`src/rtl/jogada_sequencer_if.sv`:
```
// jogada_sequencer_if
//   Bundles the UC/LED-array side signals of jogada_sequencer.
//   master : the controlling side (UC / testbench) - drives play requests,
//            level, hit indication and score clear; observes results.
//   slave  : the sequencer itself.
// Signals
//   gerar_nova_jogada  start-play pulse
//   nivel[1:0]         level, sampled when a play is accepted
//   acerto             player hit the lit target (already synchronised)
//   reset_pontos       synchronous score clear
//   leds[N_LEDS-1:0]   one-hot target LED
//   ponto_evento       one-cycle end-of-play pulse
//   acertou            result of last play (1 = hit)
//   pontos[7:0]        saturating hit counter
//   jogada_ativa       play in progress (SORTEIA/ESPERA)
//   db_estado[1:0]     FSM state code for debug
interface jogada_sequencer_if #(
  parameter int N_LEDS = 11
);
  logic              gerar_nova_jogada;
  logic [1:0]        nivel;
  logic              acerto;
  logic              reset_pontos;
  logic [N_LEDS-1:0] leds;
  logic              ponto_evento;
  logic              acertou;
  logic [7:0]        pontos;
  logic              jogada_ativa;
  logic [1:0]        db_estado;

  modport master (
    output gerar_nova_jogada, nivel, acerto, reset_pontos,
    input  leds, ponto_evento, acertou, pontos, jogada_ativa, db_estado
  );

  modport slave (
    input  gerar_nova_jogada, nivel, acerto, reset_pontos,
    output leds, ponto_evento, acertou, pontos, jogada_ativa, db_estado
  );
endinterface

```
`src/rtl/jogada_sequencer.sv`:
```
// jogada_sequencer
//   Runs one play of the game: on a start pulse in IDLE it draws a
//   pseudo-random target LED (never the same as the previous one), lights it
//   for a level-dependent response window, then reports hit/miss with a
//   one-cycle ponto_evento pulse and keeps a saturating hit counter.
// Ports
//   clock  system clock
//   reset  asynchronous, active-high
//   bus    jogada_sequencer_if.slave (see interface header for signals)
module jogada_sequencer #(
  parameter int unsigned N_LEDS    = 11,
  parameter int unsigned TEMPO_N0  = 50_000_000,
  parameter int unsigned TEMPO_N1  = 37_500_000,
  parameter int unsigned TEMPO_N2  = 25_000_000,
  parameter int unsigned TEMPO_N3  = 12_500_000,
  parameter logic [7:0]  LFSR_SEED = 8'hA5
) (
  input logic              clock,
  input logic              reset,
  jogada_sequencer_if.slave bus
);

  typedef enum logic [1:0] {
    IDLE      = 2'b00,
    SORTEIA   = 2'b01,
    ESPERA    = 2'b10,
    RESULTADO = 2'b11
  } state_t;

  state_t            state;
  logic [N_LEDS-1:0] leds_q;
  logic              evt_q;
  logic              hit_q;
  logic [7:0]        pontos_q;
  logic [7:0]        lfsr;
  logic [31:0]       timer;
  logic [3:0]        prev_idx;
  logic [1:0]        nivel_q;

  logic              fb;
  logic [3:0]        cand;
  logic              cand_ok;
  logic [31:0]       window;

  // x^8+x^6+x^5+x^4+1, shifting left: maximal length, so it never reaches zero
  // from a non-zero seed and any candidate value recurs within 255 cycles.
  assign fb      = lfsr[7] ^ lfsr[5] ^ lfsr[4] ^ lfsr[3];
  assign cand    = lfsr[3:0];
  assign cand_ok = (32'(cand) < N_LEDS) && (cand != prev_idx);

  // Timer is loaded with window-1 and the miss is declared on timer==0, which
  // gives exactly TEMPO_Nx cycles in ESPERA.
  always_comb begin
    window = 32'(TEMPO_N0 - 1);
    case (nivel_q)
      2'd0: window = 32'(TEMPO_N0 - 1);
      2'd1: window = 32'(TEMPO_N1 - 1);
      2'd2: window = 32'(TEMPO_N2 - 1);
      2'd3: window = 32'(TEMPO_N3 - 1);
      default: window = 32'(TEMPO_N0 - 1);
    endcase
  end

  always_ff @(posedge clock or posedge reset) begin
    if (reset) begin
      state    <= IDLE;
      leds_q   <= '0;
      evt_q    <= 1'b0;
      hit_q    <= 1'b0;
      pontos_q <= 8'd0;
      lfsr     <= LFSR_SEED;
      timer    <= 32'd0;
      prev_idx <= 4'hF;
      nivel_q  <= 2'd0;
    end else begin
      lfsr  <= {lfsr[6:0], fb};
      evt_q <= 1'b0;

      case (state)
        IDLE: begin
          if (bus.gerar_nova_jogada) begin
            nivel_q <= bus.nivel;
            state   <= SORTEIA;
          end
        end

        // Rejected candidates just wait for the next LFSR value.
        SORTEIA: begin
          if (cand_ok) begin
            prev_idx <= cand;
            leds_q   <= N_LEDS'(1) << cand;
            timer    <= window;
            state    <= ESPERA;
          end
        end

        // A hit is checked before the timeout so it wins on the last cycle.
        ESPERA: begin
          if (bus.acerto) begin
            hit_q  <= 1'b1;
            leds_q <= '0;
            evt_q  <= 1'b1;
            state  <= RESULTADO;
          end else if (timer == 32'd0) begin
            hit_q  <= 1'b0;
            leds_q <= '0;
            evt_q  <= 1'b1;
            state  <= RESULTADO;
          end else begin
            timer <= timer - 32'd1;
          end
        end

        RESULTADO: begin
          state <= IDLE;
        end

        default: state <= IDLE;
      endcase

      // Score moves on the hit edge so it is already updated while
      // ponto_evento is high; a clear overrides a simultaneous hit.
      if (bus.reset_pontos)
        pontos_q <= 8'd0;
      else if (state == ESPERA && bus.acerto && pontos_q != 8'hFF)
        pontos_q <= pontos_q + 8'd1;
    end
  end

  assign bus.leds         = leds_q;
  assign bus.ponto_evento = evt_q;
  assign bus.acertou      = hit_q;
  assign bus.pontos       = pontos_q;
  assign bus.db_estado    = state;
  assign bus.jogada_ativa = (state == SORTEIA) || (state == ESPERA);

endmodule
```
`src/flat_wrapper.sv`:
```
// flat-port wrapper written by rule: the top's interface ports become plain ports
module jogada_sequencer_flat 
#(
  parameter int unsigned N_LEDS    = 11,
  parameter int unsigned TEMPO_N0  = 50_000_000,
  parameter int unsigned TEMPO_N1  = 37_500_000,
  parameter int unsigned TEMPO_N2  = 25_000_000,
  parameter int unsigned TEMPO_N3  = 12_500_000,
  parameter logic [7:0]  LFSR_SEED = 8'hA5
)
  (clock, reset, bus_gerar_nova_jogada, bus_nivel, bus_acerto, bus_reset_pontos, bus_leds, bus_ponto_evento, bus_acertou, bus_pontos, bus_jogada_ativa, bus_db_estado);
  jogada_sequencer_if #(.N_LEDS(N_LEDS)) bus_i ();
  input logic clock;
  input logic reset;
  input wire logic [$bits(bus_i.gerar_nova_jogada)-1:0] bus_gerar_nova_jogada;
  input wire logic [$bits(bus_i.nivel)-1:0] bus_nivel;
  input wire logic [$bits(bus_i.acerto)-1:0] bus_acerto;
  input wire logic [$bits(bus_i.reset_pontos)-1:0] bus_reset_pontos;
  output wire logic [$bits(bus_i.leds)-1:0] bus_leds;
  output wire logic [$bits(bus_i.ponto_evento)-1:0] bus_ponto_evento;
  output wire logic [$bits(bus_i.acertou)-1:0] bus_acertou;
  output wire logic [$bits(bus_i.pontos)-1:0] bus_pontos;
  output wire logic [$bits(bus_i.jogada_ativa)-1:0] bus_jogada_ativa;
  output wire logic [$bits(bus_i.db_estado)-1:0] bus_db_estado;
  assign bus_i.gerar_nova_jogada = bus_gerar_nova_jogada;
  assign bus_i.nivel = bus_nivel;
  assign bus_i.acerto = bus_acerto;
  assign bus_i.reset_pontos = bus_reset_pontos;
  assign bus_leds = bus_i.leds;
  assign bus_ponto_evento = bus_i.ponto_evento;
  assign bus_acertou = bus_i.acertou;
  assign bus_pontos = bus_i.pontos;
  assign bus_jogada_ativa = bus_i.jogada_ativa;
  assign bus_db_estado = bus_i.db_estado;
  jogada_sequencer #(.N_LEDS(N_LEDS), .TEMPO_N0(TEMPO_N0), .TEMPO_N1(TEMPO_N1), .TEMPO_N2(TEMPO_N2), .TEMPO_N3(TEMPO_N3), .LFSR_SEED(LFSR_SEED)) u_core (.clock(clock), .reset(reset), .bus(bus_i));
endmodule
```
`config.mk`:
```
export PLATFORM = sky130hd
export DESIGN_NAME = jogada_sequencer_flat
export DESIGN_NICKNAME = d
export VERILOG_FILES = /design/src/rtl/jogada_sequencer_if.sv /design/src/rtl/jogada_sequencer.sv /design/src/flat_wrapper.sv
export SDC_FILE = /design/constraint.sdc
export NUM_CORES = 1
export LEC_CHECK = 0
export BUFFER_PORTS_ARGS = -buffer_cell sky130_fd_sc_hd__buf_2
export CAP_MARGIN = 20
export CORE_MARGIN = 8
export CORE_UTILIZATION = 64
export DETAILED_ROUTE_END_ITERATION = 12
export PLACE_DENSITY = 0.85
export SLEW_MARGIN = 20
export SYNTH_ARGS = -nofsm -noshare
export SYNTH_HDL_FRONTEND = slang
export SYNTH_SLANG_ARGS = --single-unit
```
`constraint.sdc`:
```
create_clock -name clock -period 6 [get_ports clock]
set_input_delay 0.9 -clock clock [delete_from_list [all_inputs] [get_ports clock]]
set_output_delay 0.9 -clock clock [all_outputs]
set_load 0.05 [all_outputs]
```
# After elaboration in Yosys (flattened, before gate mapping)

Cells that the tools add are included.
W data, S select, Z words.

Output and inout port bits: 24
Register bits: 69

Bitwise logic cells: 3
Order comparisons: 1
Reductions and logical operators: 16
Add/subtract/negate cells: 2
Equality and inequality tests: 13
Mux-type cells: 21
Shift operators: 1

Operator list:

| operator                | count |
|---|---|
| $pmux W32 S4            | 1 |
| $mux W32                | 3 |
| $pmux W32 S2            | 1 |
| $mux W11                | 3 |
| $logic_not A32 Y1       | 1 |
| $sub A32 B1 Y32 const B | 1 |
| $pmux W11 S2            | 1 |
| $mux W8                 | 2 |
| $shl A1 B4 Y11 const A  | 1 |
| $add A8 B1 Y8 const B   | 1 |
| $eq A2 B2 Y1 const B    | 4 |
| $mux W2                 | 4 |
| $ne A8 B8 Y1 const B    | 1 |
| $pmux W2 S4             | 1 |
| $ne A2 B2 Y1 const B    | 3 |
| $reduce_and A2 Y1       | 3 |
| $reduce_and A3 Y1       | 2 |
| $reduce_bool A2 Y1      | 3 |
| $mux W1                 | 5 |
| $eq A2 B1 Y1 const B    | 2 |
| $logic_not A2 Y1        | 2 |
| $lt A4 B4 Y1 const B    | 1 |
| $ne A4 B4 Y1            | 1 |
| $reduce_and A4 Y1       | 1 |
| other kinds (5)         | 9 |

# Depth between registers and ports, before layout

Gate-level depths: netlist (run 1).

Word-level depth: 5
Mapped depth: 10
Gate-level depth less buffers: 8

# Worst setup path before layout (run 1)

OpenSTA, ideal clock, no wires.

Kind: register to register
Start point: register u_core.state[0] (netlist: u_core.bus.db_estado[0])
End point: register u_core.timer[8]
Cell stages (with the launch flop): 9
Data required time: 5922 ps
Buffers on the path: 1
Setup time: 78 ps
Arrival: 2742 ps
Path slack: 3180 ps
Clock period less this slack: 2820 ps
Path through: dfrtp_1 -> inv_1 -> ha_1 -> inv_1 -> a31oi_1 -> o21ai_0 -> clkbuf_1 -> or4_1 -> a21oi_1

Word-level cells in the longest chain between the ends: 3
Elaborated cells between the ends (all ways): 8

Ends and longest elaborated chain:

| what                                                 | RTL line                | RTL |
|---|---|---|
| from (decl)                                          | jogada_sequencer.sv:30  | `state_t state;` |
| from (signal assigned)                               | jogada_sequencer.sv:66  | `state <= IDLE;` |
| from (signal assigned)                               | jogada_sequencer.sv:83  | `state <= SORTEIA;` |
| from (signal assigned)                               | jogada_sequencer.sv:93  | `state <= ESPERA;` |
| $eq A2 B2 Y1 / $eq A2 B1 Y1 (equally long branches)  | jogada_sequencer.sv:79  | `case (state)` |
| $ne A2 B2 Y1 (no line), or another cell as far along | -                       |  |
| $reduce_and A4 Y1 (no line)                          | -                       |  |
| to (signal assigned)                                 | jogada_sequencer.sv:92  | `timer <= window;` |
| to (signal assigned)                                 | jogada_sequencer.sv:110 | `timer <= timer - 32'd1;` |
| to (decl)                                            | jogada_sequencer.sv:36  | `logic [31:0] timer;` |

Several ways; a longest one is shown, not always the timed one.
A chain may end at the register's enable or synchronous reset.

# Final worst setup path (run 1)

Start point: register u_core.state[0] (netlist: u_core.bus.db_estado[0])
End point: register u_core.timer[18]

The elaborated chain is that of the path after synthesis.

==> metrics.md, run 1 <==
| Metric | Value |
|---|---|
| Gpl congestion | `0.924` |
| Post-synthesis sequential area ratio | `approximately 47%` |
| 1st-pass router iterations | `6` |
| CP max FO | `34` |
| Slew Viols, Final | `0` |
| Reg clk slew, reported paths | `70 ps` |
| Arrival time at the worst endpoint | `around 3600 ps` |
| Initial antenna violation count | `0` |
| TritonCTS Buffers | `9` |
| Post-synth top cells | `dfrtp_1 (61), nand2_1 (22), nor2_1 (21), o21ai_0 (21)` |
| Max frequency | `between 200 and 300 MHz` |
| Multi-input logic area | `approximately 1800 um^2` |
| R2R Path End | `u_core.timer[18]` |
| Hold_sp | `u_core.lfsr[6]` |
| Fin Clk Skew | `7.73 ps` |
| Minimum hold slack | `approximately 370 ps` |
| Antenna viol nets, final | `0` |
| Post-Synth Adder-Cell Area | `3.38%` |
| Grt total ovfl | `0` |
| H-tree levels | `3` |
| Synthesis warning total | `0` |
| Outcome | `finished, final reports clean` |
| RSZ-0062 raised after global routing | `no` |
| Largest family of logic cells by synthesized area | `compound AO/OA/AOI/OAI gates` |
| Worst setup EP type | `flop` |
| Die width | `around 92 um` |
| Root buf cell | `clkbuf_8` |
| Cell variety after synth | `52` |
| Synth Instances | `379` |
| DRC violations left | `0` |
| Chip height | `92.0 um` |
| Final wirelength | `8.81 mm` |
| Endpoints failing setup | `0` |
| Die area | `~8500 um^2` |
| Final nets | `418` |
| Syn_area_per_cell | `9.76 um^2` |
| Ratio of cells with drive above 1 in the final layout | `between 10% and 20%` |
| Cts hold-fix bufs | `0` |
| M1 WL | `3.97 mm` |
| Row count | `27` |
| Initial drt markers | `358` |
| Top Metal Used | `met4` |
| Clk buf depth | `2` |
| Initial Utilization | `66.8%` |
| Fin. Hold Viols | `0` |
| FF-to-FF path depth | `10` |
| Largest net degree at the start of global routing | `70` |
| P&R area growth vs syn | `9.40%` |
| Met2 wire length | `3.94 mm` |
| Number of max-cap violations | `0` |
| Fill cells | `410` |
| Relative slew slack | `31.7%` |
| Tcrit/Tclk final | `56.5%` |
| Post CTS Setup Buffer Count | `0` |
| Worst-margin pin slew | `1020 ps` |
| CP cell instances | `inv_1 -> ha_1 -> buf_4 -> inv_1 -> nor3_1 -> a31oi_1 -> buf_4 -> inv_1 -> nor2_1 -> a2bb2oi_1` |
| Peak VDD IR | `603 uV` |
| XOR/XNOR share of the synthesized area | `slightly above 3%` |
| Mux contribution to synthesized area | `2.27%` |
| Hold EP | `u_core.lfsr[7]` |
| Worst R2R Setup Slack | `approximately 2600 ps` |
| Final core utilization | `73.1%` |
| Cell taking the most area after synthesis | `dfrtp_1` |
| Synthesized cell area | `3700 um^2` |
| Most numerous cell in the Yosys netlist | `dfrtp_1` |
| Met3 wire length | `665 um` |
| Syn nets | `396` |
| Simple-Gate Fraction of Synth Area | `approximately a fifth` |
| Worst-Skew Late Latency | `between 300 and 400 ps` |
| CTS tree | `built` |
| Core ar. | `5540 um^2` |
| Seq cells post-synth | `69` |
| P per Cell Area | `~460 nW/um^2` |
| First-pass GRT wire length | `14.8 mm` |
| Routed vias/inst | `about 6.6` |
| Lkg Pwr | `between 0.0015 and 0.002 uW` |
| Ports | `31` |
| Post_cts resized | `0` |
| R2R Path Start | `u_core.bus.db_estado[0]` |
| Number of global-route vias before repair | `~3.1k` |
| Most used DFF post-synth | `dfrtp_1` |
| Synth Area in Compound Gates | `between 20% and 30%` |
| Synth top area cells | `dfrtp_1 (41%), dfstp_2 (5.7%), ha_1 (3.4%)` |
| Routed vias | `3172` |
| Clock sinks | `69` |
| Post-synth EDFFs | `0` |
| Gr usage total | `21.5%` |
| Reg area | `1740 um^2` |
| Crit start category | `flop` |
| Hold Path Depth | `0` |
| N_diodes | `0` |
| Worst path slowest cell | `inv_1` |
| Post-synth ARST share | `100%` |
| Hold Crit Class | `flop to flop` |
| Largest stage delay, worst path | `600 ps` |
| Drt wl/cell | `between 15 and 20 um` |
| Kind of critical path | `flop to flop` |
| Setup TNS Final | `0 ps` |
| Share of Yosys cell area claimed by the top area cell type | `between 40% and 50%` |
| Required @ worst endpoint | `6230 ps` |
| I/O Buffers | `30` |
| Min cycle time layout | `3390 ps` |
| DPL Wire Length | `5.93 mm` |
| Crit-path most repeated cell | `inv_1` |
-- worst max path at each step --
stage,slack [ps],startpoint,to,cells past startpoint
3_3_place_gp,2790,u_core.bus.db_estado[0],u_core.timer[18],10
4_1_cts,2700,u_core.bus.db_estado[0],u_core.timer[1],10
2_1_floorplan,3180,u_core.bus.db_estado[0],u_core.timer[8],8
5_1_grt,2410,u_core.bus.db_estado[0],u_core.timer[18],10
3_5_place_dp,2740,u_core.bus.db_estado[0],u_core.timer[18],10
6_report,2610,u_core.bus.db_estado[0],u_core.timer[18],10
-- power breakdown --
group	internal, uW	switching, uW
clock network	157	169
logic	283	621
registers	542	76.9
total	982	868
-- layer usage --
metal	up-vias	track usage [%]
met5	-	0
met4	0	12.1
met3	29	4.24
met2	145	30.8
met1	1522	29.9
li1	1476	-
-- state kept, by name, indices dropped and copies added, names as in the netlist --
| signal | cells |
|---|---|
| u_core.timer | 32 |
| u_core.bus.leds | 11 |
| u_core.bus.pontos | 8 |
| u_core.lfsr | 8 |
| u_core.prev_idx | 4 |
| u_core.bus.db_estado | 2 |
| u_core.nivel_q | 2 |
| u_core.bus.acertou | 1 |
| u_core.bus.ponto_evento | 1 |
-- stage by stage --
stage | total power, uW | instances | cell area (um^2) | setup WS [ps]
2_1_floorplan | 1300 | 379 | 3700 | 3180
3_3_place_gp | 1480 | 462 | 3870 | 2790
3_5_place_dp | 1500 | 462 | 3870 | 2740
4_1_cts | 1830 | 477 | 4040 | 2700
5_1_grt | 1970 | 477 | 4050 | 2410
6_report | 1850 | 477 | 4050 | 2610
-- logic make-up after synthesis --
family,Yosys count
flip-flops,69
AND/OR/NAND/NOR,132
AO/OA/AOI/OAI,107
adder cells (fa/ha/maj),10
XOR/XNOR,13
multiplexers,8
buffers and inverters,40
-- critical path, delay by kind of cell, from the launching register on --
kind	cells	cell delay [ps]
adders and majority gates	1	160
DFF	1	410
AOI/OAI and AO/OA	2	330
and+or+nand+nor	2	730
buffers and inverters	5	1620
-- cell type report --
class,instances,area share [%]
clock buffer,11,3.49
clock inverter,4,0.618
inverter,17,1.58
multi-input combinational,270,44.7
sequential,69,42.9
tap,72,2.23
timing repair buffer,34,4.45
-- placed cells by master (no fill, tap or decap), types with 5 or more instances in the layout --
cell      netlist  layout
and4_1          5       5
nand3_1        10      10
or3_1           8       8
inv_1          17      16
or4_1          14      14
nand2_1        22      22
a31oi_1        16      16
mux2i_1         5       5
a32o_1          7       7
nor3_1         18      18
dfstp_2         8       8
or2_2           6       6
ha_1           10      10
clkbuf_8        0      10
o21ai_0        21      20
a21oi_1        17      17
nor4_1         12      12
xnor2_1        11      11
buf_2           2      30
nor2_1         21      21
o31ai_1        12      12
dfrtp_1        61      61
No activity file was read; power rests on OpenSTA's default activity.
==> inputs of run 2 (changes only) <==
ABC_AREA = 1   (was not set)
CORE_UTILIZATION = 55   (was 64)
PLACE_DENSITY = 0.77   (was 0.85)
clock period = 3.1 ns   (was 6 ns; I/O delays follow)
==> run 2 against run 1 <==
Global-route usage fell by 1.7 points. Flip-flop and latch count did not move. Highest routed layer unchanged. Fmax rose by 46%. First-iteration DRC count fell by 35%. Combinational power rose by 110%. Setup slack got worse by 1800 ps.
==> metrics.md, run 2 <==
| Metric | Value |
|---|---|
| Outcome | `finished, final reports clean (unchanged)` |
| Most numerous cell in the Yosys netlist | `nand2_1 (was dfrtp_1)` |
| Top Family by Delay on Critical Path | `simple AND/OR/NAND/NOR gates (was buffers and inverters)` |
| Seq cells post-synth | `69 (unchanged)` |
| Worst path slowest cell | `nand3_4 (was inv_1)` |
| DPL Wire Length | `6.93 mm (was 5.93 mm)` |
| Minimum hold slack | `249 ps (was 370 ps)` |
| Tcrit/Tclk final | `75.0% (was 56.5%)` |
| Most frequent cells in the layout | `nand2_1 (212), nor2_1 (82), dfrtp_1 (61), inv_1 (47), buf_2 (30) (was dfrtp_1 (61), buf_2 (30), nand2_1 (22), nor2_1 (21), o21ai_0 (20))` |
| I/O Buffers | `30 (unchanged)` |
| Crit-path most repeated cell | `nand2_1 (was inv_1)` |
| Initial drt markers | `231 (was 358)` |
| Synthesized cell area | `4110 um^2 (was 3700 um^2)` |
| Cts hold-fix bufs | `0 (unchanged)` |
| Lkg Pwr | `0.00223 uW (was 0.00169 uW)` |
| First-pass GRT wire length | `16.3 mm (was 14.8 mm)` |
| Cell variety after synth | `35 (was 52)` |
| Synth Instances | `579 (was 379)` |
| Fin. Hold Viols | `0 (unchanged)` |
| Reg clk slew, reported paths | `90 ps (was 70 ps)` |
| Post-synthesis sequential area ratio | `42.2% (was 46.9%)` |
| Worst-margin pin slew | `810 ps (was 1020 ps)` |
| Row count | `31 (was 27)` |
| Post-synth ARST share | `100% (unchanged)` |
| Synth top area cells | `dfrtp_1 (37%), nand2_1 (19%), nor2_1 (7.5%) (was dfrtp_1 (41%), dfstp_2 (5.7%), ha_1 (3.4%))` |
| Grt total ovfl | `0 (unchanged)` |
| Final wirelength | `9.53 mm (was 8.81 mm)` |
| Hold Crit Class | `input port to async pin (was flop to flop)` |
| Chip height | `102 um (was 92.0 um)` |
| Routed vias/inst | `5.23 (was 6.65)` |
| CTS tree | `built (unchanged)` |
| Gpl congestion | `0.882 (was 0.924)` |
| Largest stage delay, worst path | `410 ps (was 600 ps)` |
| Post CTS Setup Buffer Count | `0 (unchanged)` |
| Post-synth top cells | `nand2_1 (212), nor2_1 (82), dfrtp_1 (61) (was dfrtp_1 (61), nand2_1 (22), nor2_1 (21), o21ai_0 (21))` |
| Reg area | `1740 um^2 (unchanged)` |
| Setup ws final | `774 ps (was 2610 ps)` |
| RSZ-0062 raised after global routing | `no (unchanged)` |
| Number of global-route vias before repair | `3606 (was 3063)` |
| DP Area | `4300 um^2 (was 3870 um^2)` |
| Worst-Skew Late Latency | `360 ps (was 350 ps)` |
| Endpoints failing setup | `0 (unchanged)` |
| Arrival time at the worst endpoint | `2620 ps (was 3620 ps)` |
| Initial Utilization | `56.7% (was 66.8%)` |
| Initial antenna violation count | `0 (unchanged)` |
| P per Cell Area | `888 nW/um^2 (was 457 nW/um^2)` |
| CP max FO | `43 (was 34)` |
| Syn nets | `596 (was 396)` |
| DRC violations left | `0 (unchanged)` |
| Final nets | `623 (was 418)` |
| TritonCTS Buffers | `9 (unchanged)` |
| Clock sinks | `69 (unchanged)` |
| Final instance area | `4490 um^2 (was 4050 um^2)` |
| Antenna viol nets, final | `0 (unchanged)` |
| Multi-input logic area | `2070 um^2 (was 1810 um^2)` |
| Crit start category | `flop (unchanged)` |
| Fill cells | `694 (was 410)` |
| Gr usage total | `19.9% (was 21.5%)` |
| P&R area growth vs syn | `9.15% (was 9.40%)` |
| Die width | `102 um (was 92.0 um)` |
| Post_cts resized | `0 (unchanged)` |
| Drt wl/cell | `13.4 um (was 18.5 um)` |
| CP cell instances | `inv_1 -> ha_1 -> nand2_1 -> inv_1 -> nor2_1 -> nand3_4 -> inv_4 -> nand2_1 -> nand2_1 (was inv_1 -> ha_1 -> buf_4 -> inv_1 -> nor3_1 -> a31oi_1 -> buf_4 -> inv_1 -> nor2_1 -> a2bb2oi_1)` |
| Worst setup EP type | `flop (unchanged)` |
| Commonest non-fill, non-tap cell in the layout | `nand2_1 (was dfrtp_1)` |
| Number of max-cap violations | `0 (unchanged)` |
| WP buf/inv | `3 (was 5)` |
| Syn_area_per_cell | `7.11 um^2 (was 9.76 um^2)` |
| Max frequency | `430 MHz (was 295 MHz)` |
| Min cycle time layout | `2330 ps (was 3390 ps)` |
| Ports | `31 (unchanged)` |
| Die area | `10500 um^2 (was 8470 um^2)` |
| Clk buf depth | `2 (unchanged)` |
| Peak VDD IR | `583 uV (was 603 uV)` |
| Fin Clk Skew | `11.2 ps (was 7.73 ps)` |
| Synthesis warning total | `0 (unchanged)` |
| Post-synth EDFFs | `0 (unchanged)` |
| H-tree levels | `3 (unchanged)` |
| Root buf cell | `clkbuf_8 (unchanged)` |
| 1st-pass router iterations | `5 (was 6)` |
| Most used DFF post-synth | `dfrtp_1 (unchanged)` |
| Setup TNS Final | `0 ps (unchanged)` |
| Top reg by flops | `u_core.timer (unchanged)` |
| N_diodes | `0 (unchanged)` |
| Max FFs per register | `32 (unchanged)` |
| Relative slew slack | `45.9% (was 31.7%)` |
| Kind of critical path | `flop to flop (unchanged)` |
| Slew Viols, Final | `0 (unchanged)` |
| Pre-CTS setup slack | `801 ps (was 2740 ps)` |
| Core ar. | `7250 um^2 (was 5540 um^2)` |
| Required @ worst endpoint | `3400 ps (was 6230 ps)` |
| Ratio of cells with drive above 1 in the final layout | `12.9% (was 18.0%)` |
| Largest net degree at the start of global routing | `44 (was 70)` |
| Routed vias | `3715 (was 3172)` |
| Cell taking the most area after synthesis | `dfrtp_1 (unchanged)` |
| Share of Yosys cell area claimed by the top area cell type | `37.1% (was 41.3%)` |
run 2: path summary, 6_finish.rpt:
path,start,endpoint,slack (ps),cells after the start
max in group asynchronous,reset,u_core.timer[10],2200,3
max,u_core.bus.db_estado[0],u_core.timer[14],770,9
min in group clock,bus_reset_pontos,u_core.bus.pontos[1],320,2
min,reset,u_core.bus.pontos[4],250,2
min reg2reg,u_core.lfsr[6],u_core.lfsr[7],370,0
max reg2reg,u_core.bus.db_estado[0],u_core.timer[14],770,9
run 2: power by group:
group          internal (uW)  switching (uW)  leakage (uW)
Clock                    311             412     0.0000947
Combinational            540            1390       0.00126
Sequential              1100             236      0.000875
Total                   1950            2040       0.00223
run 2: cell type report:
cell class              instances  share of cell area [%]
flip-flops and latches         69                    38.7
clock buffers                   9                    2.76
repair buffers                 32                    3.96
well taps                      99                    2.76
inverters                      51                    4.32
multi-input cells             443                    46.1
clock inverters                 7                    1.45
run 2: kinds of logic (layout without fill, tap and decap cells):
logic type / Yosys count / in the layout / synth area share, %
compound gates: 60 / 60 / 8.03
buf+inv: 67 / 99 / 7.48
simple gates: 361 / 361 / 36.7
flops: 69 / 69 / 42.2
xor+xnor: 12 / 12 / 2.55
fa+ha+maj: 10 / 10 / 3.04
run 2: metal layers:
layer | wire, um | share of wire (%) | track usage [%]
met2 | 4610 | 48 | 33.0
met3 | 460 | 4.8 | 4.70
met1 | 4280 | 45 | 24.3
met4 | 170 | 1.8 | 7.90
met5 | 0 | 0 | 0
run 2: per-stage QoR:
stage                     utilization [%]  total power (uW)  cells
final                                61.9              3990    710
after global routing                 61.9              4330    710
after CTS                            61.9              4010    710
after detailed placement             59.3              3270    694
after global placement               59.3              3190    694
after floorplan                         -              2950    579
==> inputs of run 3 (changes only) <==
CORE_UTILIZATION = 60   (was 55)
PLACE_DENSITY = 0.8   (was 0.77)
clock period = 2.21 ns   (was 3.1 ns; I/O delays follow)
==> run 3 against run 2 <==
Wire length grew 1.5%. Largest power group unchanged. Via count grew 0.43%. Hold slack lost 200 ps. Critical path depth shrank 1. Combinational power grew 45%. Die area shrank 7.1%. Cell count shrank 2.0%. Count of clock-buffer cells in the layout is the same.
==> metrics.md, run 3 (same netlist as run 2, synthesis figures left out) <==
| Metric | Value |
|---|---|
| Outcome | `finished, final reports clean (unchanged)` |
| DRC violations left | `0 (unchanged)` |
| FF-to-FF path depth | `8 (was 9)` |
| Cts hold-fix bufs | `0 (unchanged)` |
| Die width | `98.8 um (was 102 um)` |
| Hold Crit Class | `input port to async pin (unchanged)` |
| Worst-Skew Late Latency | `350 ps (was 360 ps)` |
| Placed insts | `680 (was 694)` |
| Routed vias | `3731 (was 3715)` |
| Initial antenna violation count | `0 (unchanged)` |
| Number of global-route vias before repair | `3630 (was 3606)` |
| Kind of critical path | `flop to flop (unchanged)` |
| Slew Viols, Final | `0 (unchanged)` |
| DPL Wire Length | `6.92 mm (was 6.93 mm)` |
| Clk buf depth | `2 (unchanged)` |
| Drt wl/cell | `13.9 um (was 13.4 um)` |
| Post CTS Setup Buffer Count | `0 (unchanged)` |
| Final nets | `628 (was 623)` |
| First-pass GRT wire length | `16.5 mm (was 16.3 mm)` |
| Min cycle time layout | `2020 ps (was 2330 ps)` |
| Endpoints failing setup | `0 (unchanged)` |
| Number of max-cap violations | `0 (unchanged)` |
| H-tree levels | `3 (unchanged)` |
| Ports | `31 (unchanged)` |
| Setup TNS Final | `0 ps (unchanged)` |
| CTS tree | `built (unchanged)` |
| Gpl congestion | `0.913 (was 0.882)` |
| Core ar. | `6720 um^2 (was 7250 um^2)` |
| Initial Utilization | `61.2% (was 56.7%)` |
| Row count | `30 (was 31)` |
| Final instance area | `4520 um^2 (was 4490 um^2)` |
| P per Cell Area | `1270 nW/um^2 (was 888 nW/um^2)` |
| Max frequency | `494 MHz (was 430 MHz)` |
| Die area | `9760 um^2 (was 10500 um^2)` |
| Antenna viol nets, final | `0 (unchanged)` |
| DP Area | `4320 um^2 (was 4300 um^2)` |
| Reg clk slew, reported paths | `80 ps (was 90 ps)` |
| Fin Clk Skew | `8.31 ps (was 11.2 ps)` |
| Setup ws final | `187 ps (was 774 ps)` |
| Worst-margin pin slew | `598 ps (was 810 ps)` |
| Commonest non-fill, non-tap cell in the layout | `nand2_1 (unchanged)` |
| Tcrit/Tclk final | `91.6% (was 75.0%)` |
| Relative slew slack | `59.7% (was 45.9%)` |
| Required @ worst endpoint | `2440 ps (was 3400 ps)` |
| Arrival time at the worst endpoint | `2250 ps (was 2620 ps)` |
| Initial drt markers | `172 (was 231)` |
| Pre-CTS setup slack | `218 ps (was 801 ps)` |
| Lkg Pwr | `0.00225 uW (was 0.00223 uW)` |
| Post_cts resized | `0 (unchanged)` |
| Largest net degree at the start of global routing | `70 (was 44)` |
| I/O Buffers | `30 (unchanged)` |
| Top reg by flops | `u_core.timer (unchanged)` |
| Crit start category | `flop (unchanged)` |
| Peak VDD IR | `1470 uV (was 583 uV)` |
| Non-filler cells, final | `696 (was 710)` |
| P&R area growth vs syn | `9.98% (was 9.15%)` |
| Ratio of cells with drive above 1 in the final layout | `13.8% (was 12.9%)` |
| Max FFs per register | `32 (unchanged)` |
| Fill cells | `548 (was 694)` |
| Most frequent cells in the layout | `nand2_1 (212), nor2_1 (82), dfrtp_1 (61), inv_1 (47), buf_2 (30) (unchanged)` |
| Final wirelength | `9.67 mm (was 9.53 mm)` |
| CP max FO | `22 (was 43)` |
| Final core utilization | `67.3% (was 61.9%)` |
| 1st-pass router iterations | `4 (was 5)` |
| Grt total ovfl | `0 (unchanged)` |
| Worst setup EP type | `flop (unchanged)` |
| RSZ-0062 raised after global routing | `no (unchanged)` |
| Gr usage total | `20.7% (was 19.9%)` |
| Clock sinks | `69 (unchanged)` |
| Routed vias/inst | `5.36 (was 5.23)` |
| TritonCTS Buffers | `9 (unchanged)` |
| N_diodes | `0 (unchanged)` |
| Chip height | `98.8 um (was 102 um)` |
| Root buf cell | `clkbuf_8 (unchanged)` |
| Fin. Hold Viols | `0 (unchanged)` |
==> run 3: routing by layer <==
| metal | routed length, um | vias up | part of all wire, % | GRT usage, % |
|---|---|---|---|---|
| met2 | 4730 | 88 | 49 | 35.4 |
| met4 | 259 | 0 | 2.7 | 8.85 |
| met3 | 514 | 25 | 5.3 | 4.58 |
| li1 | - | 1891 | - | - |
| met1 | 4160 | 1727 | 43 | 24.3 |
| met5 | 0 | - | 0 | 0 |
==> run 3: metrics by stage <==
step / total power [uW] / hold slack (ps)
after floorplan: 4150 / 333
after global placement: 4550 / 342
after detailed placement: 4650 / 348
after CTS: 5760 / 55.5
after global routing: 6240 / 77.3
final: 5760 / 52.7
==> run 3: final timing paths <==
check / slack, ps / from / endpoint
setup / recovery: 190 / u_core.bus.db_estado[0] / u_core.bus.leds[8]
hold / removal: 50 / reset / u_core.bus.pontos[1]
setup reg to reg: 190 / u_core.bus.db_estado[0] / u_core.bus.leds[8]
hold reg to reg: 370 / u_core.lfsr[6] / u_core.lfsr[7]
max in group asynchronous: 1840 / reset / u_core.prev_idx[2]
min in group clock: 200 / bus_reset_pontos / u_core.bus.pontos[1]
==> run 3: where the power goes <==
group / switching [uW] / total [uW] / internal, uW
Sequential: 322 / 1870 / 1550
Combinational: 1970 / 2800 / 837
Clock: 550 / 1090 / 539
Total: 2840 / 5760 / 2920
==> run 3: final cells by class <==
cell class | count | area (um^2) | area share [%]
clock buffers | 9 | 124 | 2.74
clock inverters | 7 | 82.6 | 1.83
inverters | 51 | 194 | 4.29
multi-input cells | 443 | 2070 | 45.8
flip-flops and latches | 69 | 1740 | 38.4
well taps | 80 | 100 | 2.21
repair buffers | 37 | 215 | 4.76
==> run 3: worst max-delay path, stage by stage (launching register included) <==
cell,delay (ps)
dfrtp_1,390
inv_1,90
ha_1,280
inv_2,290
nor2_1,130
o21ai_2,100
nand3_2,350
nand2_1,180
o21ai_1,90
